**src/rtl/fifo_wr_arbiter.sv**
```systemverilog
// Round-robin arbiter sharing one FIFO write port among NCH valid/ready requesters.
// Grants bursts of up to BURST beats; accepted words reach the FIFO through one register stage.
module fifo_wr_arbiter #(
    parameter int NCH   = 4,
    parameter int DW    = 24,
    parameter int BURST = 4,
    parameter int CW    = $clog2(NCH)
) (
    input  logic              clk,
    input  logic              rst,
    input  logic [NCH-1:0]    i_valid,
    input  logic [NCH*DW-1:0] i_data,
    output logic [NCH-1:0]    o_ready,
    output logic              o_wr,
    output logic [DW-1:0]     o_wdata,
    input  logic              i_wfull,
    output logic [NCH-1:0]    o_grant,
    output logic [CW-1:0]     o_chan
);

    localparam int CNTW = $clog2(BURST + 1);

    typedef enum logic {IDLE, GRANT} state_t;

    state_t          r_state;
    state_t          w_next;
    logic [CW-1:0]   r_ptr;
    logic [CW-1:0]   r_gnt;
    logic [CNTW-1:0] r_cnt;
    logic [NCH-1:0]  r_grant;
    logic            r_wr;
    logic [DW-1:0]   r_wdata;
    logic [CW-1:0]   r_chan;

    logic [CW-1:0]   w_pick;
    logic            w_found;
    logic            w_xfer;
    logic            w_done;
    logic [DW-1:0]   w_selData;

    // Search starts one past the last served channel so every requester gets its turn.
    always_comb begin
        int idx;
        idx     = 0;
        w_pick  = '0;
        w_found = 1'b0;
        for (int i = 1; i <= NCH; i++) begin
            idx = (int'(r_ptr) + i) % NCH;
            if (!w_found && i_valid[CW'(idx)]) begin
                w_pick  = CW'(idx);
                w_found = 1'b1;
            end
        end
    end

    always_comb begin
        w_selData = '0;
        for (int k = 0; k < NCH; k++) begin
            if (r_gnt == CW'(k)) begin
                w_selData = i_data[k*DW +: DW];
            end
        end
    end

    always_ff @(posedge clk) begin
        if (!rst) begin
            r_state <= IDLE;
        end else begin
            r_state <= w_next;
        end
    end

    always_comb begin
        w_next = r_state;
        case (r_state)
            IDLE:    if (w_found) w_next = GRANT;
            GRANT:   if (w_done)  w_next = IDLE;
            default: w_next = IDLE;
        endcase
    end

    // A full FIFO freezes the grant entirely: no transfer, no yield, no timeout.
    always_comb begin
        o_ready = '0;
        w_xfer  = 1'b0;
        w_done  = 1'b0;
        if (r_state == GRANT) begin
            o_ready[r_gnt] = ~i_wfull;
            w_xfer         = i_valid[r_gnt] & ~i_wfull;
            w_done         = (w_xfer && (r_cnt == CNTW'(BURST - 1))) ||
                             (!i_valid[r_gnt] && !i_wfull);
        end
    end

    always_ff @(posedge clk) begin
        if (!rst) begin
            r_ptr   <= CW'(NCH - 1);
            r_gnt   <= '0;
            r_cnt   <= '0;
            r_grant <= '0;
            r_wr    <= 1'b0;
            r_wdata <= '0;
            r_chan  <= '0;
        end else begin
            if (r_state == IDLE && w_found) begin
                r_gnt   <= w_pick;
                r_cnt   <= '0;
                r_grant <= NCH'(1) << w_pick;
            end else if (w_done) begin
                r_ptr   <= r_gnt;
                r_grant <= '0;
            end
            if (w_xfer) begin
                r_cnt   <= r_cnt + 1'b1;
                r_wdata <= w_selData;
                r_chan  <= r_gnt;
            end
            r_wr <= w_xfer;
        end
    end

    assign o_wr    = r_wr;
    assign o_wdata = r_wdata;
    assign o_chan  = r_chan;
    assign o_grant = r_grant;

endmodule

```
**config.mk**
```make
export PLATFORM = sky130hd
export DESIGN_NAME = fifo_wr_arbiter
export DESIGN_NICKNAME = d
export VERILOG_FILES = /design/src/rtl/fifo_wr_arbiter.sv
export SDC_FILE = /design/constraint.sdc
export NUM_CORES = 1
export LEC_CHECK = 0
export ABC_CLOCK_PERIOD_IN_PS = 2650
export CELL_PAD_IN_SITES_DETAIL_PLACEMENT = 1
export CELL_PAD_IN_SITES_GLOBAL_PLACEMENT = 2
export CORE_ASPECT_RATIO = 0.7
export CORE_MARGIN = 4
export CORE_UTILIZATION = 22
export DETAILED_ROUTE_END_ITERATION = 8
export PLACE_DENSITY_LB_ADDON = 0.1
export SYNTH_ARGS = -nofsm -noshare
export SYNTH_HDL_FRONTEND = slang
export SYNTH_SLANG_ARGS = --single-unit
```
**constraint.sdc**
```tcl
create_clock -name clk -period 2.65 [get_ports clk]
set_input_delay 0.53 -clock clk [delete_from_list [all_inputs] [get_ports clk]]
set_output_delay 0.53 -clock clk [all_outputs]
set_load 0.05 [all_outputs]
```
==> impl_metrics.tcl <==
set metrics [dict create \
    hold_viol 0 \
    drtPass1Iterations 4 \
    clock_path_buffers 2 \
    post-route-util_pct 40.0 \
    ant_nets 0 \
    fp.dieW_um 130 \
    worst_setup_path_end_kind "primary output" \
    hold_depth 2 \
    clk_latency_ps 280 \
    ctsHoldBuffers 0 \
    fin_ws_ps 309 \
    drt-wirelength-per-cell_um 16.7 \
    path_class "in -> out" \
    slew_headroom_pct 61.1 \
    synth_cells 230 \
    final.setup.tns_ps 0 \
    final-setup-viol-count 0 \
    vias 2297 \
    p_leak_nw 1.38 \
    power-per-cell-area_mw_per_mm2 446 \
    synthArstFlopShare_pct 0 \
    yosysWarnings 0 \
    synth_area_per_cell_um2 9.88 \
    seq_area_frac_synth_pct 34.3 \
    dp_worst_setup_slack_ps 286 \
    synth_compound_gate_area_share_pct 15.4 \
    r2r_start "r_gnt[1]$_SDFFE_PN0P_" \
    coreArea_mm2 0.00987 \
    fp.dieH_um 93.1 \
    wirelength_mm 8.24 \
    antennaDiodeCount 0 \
    ctsResizeCount 0 \
    tightestPinTransition_ps 582 \
    cts_root_buf "clkbuf_16" \
    remaining_drc_errors 0 \
    rsz0062_at_grt "no" \
    cts_tree "built" \
    grt_pass1_wl_mm 12.9 \
    drive_above_1_share_pct 14.5 \
    crit_required_ps 2120 \
    overflow 0 \
    ys_types 34 \
    syn_area_mm2 0.00227 \
    crit_path_start "i_wfull" \
    final_cell_area_mm2 0.00395 \
    ys_seq_elements 39 \
    min_period_ps 2340 \
    port_buffers 137 \
    antenna_found_initial 0 \
    dieArea_mm2 0.0121 \
    fin_worst_hold_slack_ps 451 \
    clk_pin_slew_worst_paths_ps 50 \
    drtIter0Drc 87 \
    worstPathArrival_ps 1810 \
    max-vdd-ir-drop_mv 0.218 \
    synth_adder_area_share_pct 1.10 \
    cts_sinks 39 \
    synth_edf_count 0 \
    crit_fanout 5 \
    initial_core_util_pct 23.0 \
    grtUsageTotal_pct 13.5 \
    place_hpwl_mm 6.65 \
    ios 138 \
    dpl_cell_area_mm2 0.00381 \
    areaGrowthSynthToFinish_pct 73.7 \
    min_from "o_wdata[12]$_SDFFE_PN0P_" \
    maxCapViolations 0 \
    reg2reg_depth 5 \
    post-cts-setup-buffers 0 \
    grt_max_degree 28 \
    fmax_mhz 427 \
    synthSimpleGateAreaFrac_pct 16.8 \
    slew_viol_final 0 \
    synth_top_family_by_area "multiplexers" \
    vias_per_cell 4.65 \
    status "completed" \
    crit_path_start_kind "primary input" \
    synthMuxAreaShare_pct 26.5 \
    fp-row-count 30 \
    nets 470 \
    grt_pass1_vias 2429 \
    cts_made_buffers 5 \
    gp_congestion 0.742 \
    finalCritPeriodShare_pct 88.4 \
    synth_xor_area_share_pct 0 \
    ys.flop_type "dfxtp_1" \
    skew_ps 4.82 \
    fillers 1129 \
    hp-class "reg -> reg" \
    cts_max_level 2 \
    synth_fp_nets 335 \
]
-- sequential cells by signal, summed over array words and instances (netlist names) --
| register | flops |
|---|---|
| r_state | 1 |
| o_wdata | 24 |
| o_chan | 2 |
| r_gnt | 2 |
| o_wr | 1 |
| o_grant | 4 |
| r_ptr | 2 |
| r_cnt | 3 |
-- logic make-up after synthesis --
kind of cell,Yosys count
AO/OA/AOI/OAI,48
AND/OR/NAND/NOR,89
multiplexers,29
adder cells (fa/ha/maj),2
flip-flops,39
buffers and inverters,23
-- routing by layer --
layer / up-vias / GRT usage, % / share of wire, %
met5: - / 0 / 0
met3: 2 / 4.79 / 11
met1: 1090 / 19.5 / 48
li1: 1103 / - / -
met4: 0 / 2.60 / 0.59
met2: 102 / 19.4 / 41
-- cell usage in the layout, fill, tap and decap left out, types with 4 or more instances in the layout --
master,netlist,final
a21boi_0,8,8
buf_4,1,11
a21boi_1,20,20
nand3_1,6,6
dfxtp_1,39,37
clkbuf_16,0,5
nor2_1,8,8
clkdlybuf4s50_1,0,133
nand2_1,60,60
o21ai_0,5,5
mux4_2,25,25
buf_12,0,4
mux2i_1,4,4
-- cells in the mapped netlist, drive strengths merged, types with 3 or more instances --
library cell,count,area (µm²)
buf,10,83.8
o21ai,5,25.0
nand2b,3,18.8
mux4,25,563
nand2,60,225
a21boi,28,210
dfxtp,39,781
nor2,8,30.0
nand3,6,30.0
o21a,3,22.5
and3,3,18.8
clkbuf,10,37.5
mux2i,4,40.0
inv,3,11.3
-- final cells by class --
class / instances / area (µm²) / share of cell area [%]
tap: 128 / 160 / 4.06
clock inverter: 3 / 15.0 / 0.380
sequential: 39 / 783 / 19.8
multi-input combinational: 168 / 1360 / 34.4
timing repair buffer: 148 / 1490 / 37.8
clock buffer: 5 / 125 / 3.17
inverter: 3 / 11.3 / 0.285
-- power breakdown --
part           switching, mW  internal (mW)  total [mW]
registers             0.0333          0.617       0.651
logic                  0.242          0.303       0.545
clock network          0.224          0.343       0.567
-- metrics by stage --
step | instances | total power [mW]
2_1_floorplan | 230 | 0.949
3_3_place_gp | 486 | 1.21
3_5_place_dp | 486 | 1.22
4_1_cts | 494 | 1.80
5_1_grt | 494 | 1.86
6_report | 494 | 1.76
-- worst paths after layout --
path	to	slack, ps
min reg2reg	o_wdata[12]$_SDFFE_PN0P_	450
max reg2reg	r_cnt[2]$_SDFFE_PN0P_	750
max	o_ready[2]	310
min	o_wdata[12]$_SDFFE_PN0P_	450
-- critical path: stages --
cell,delay [ps]
clkdlybuf4s50_1,420
nand2b_1,250
nor3b_1,410
buf_12,190
No activity file was read; power rests on OpenSTA's default activity.
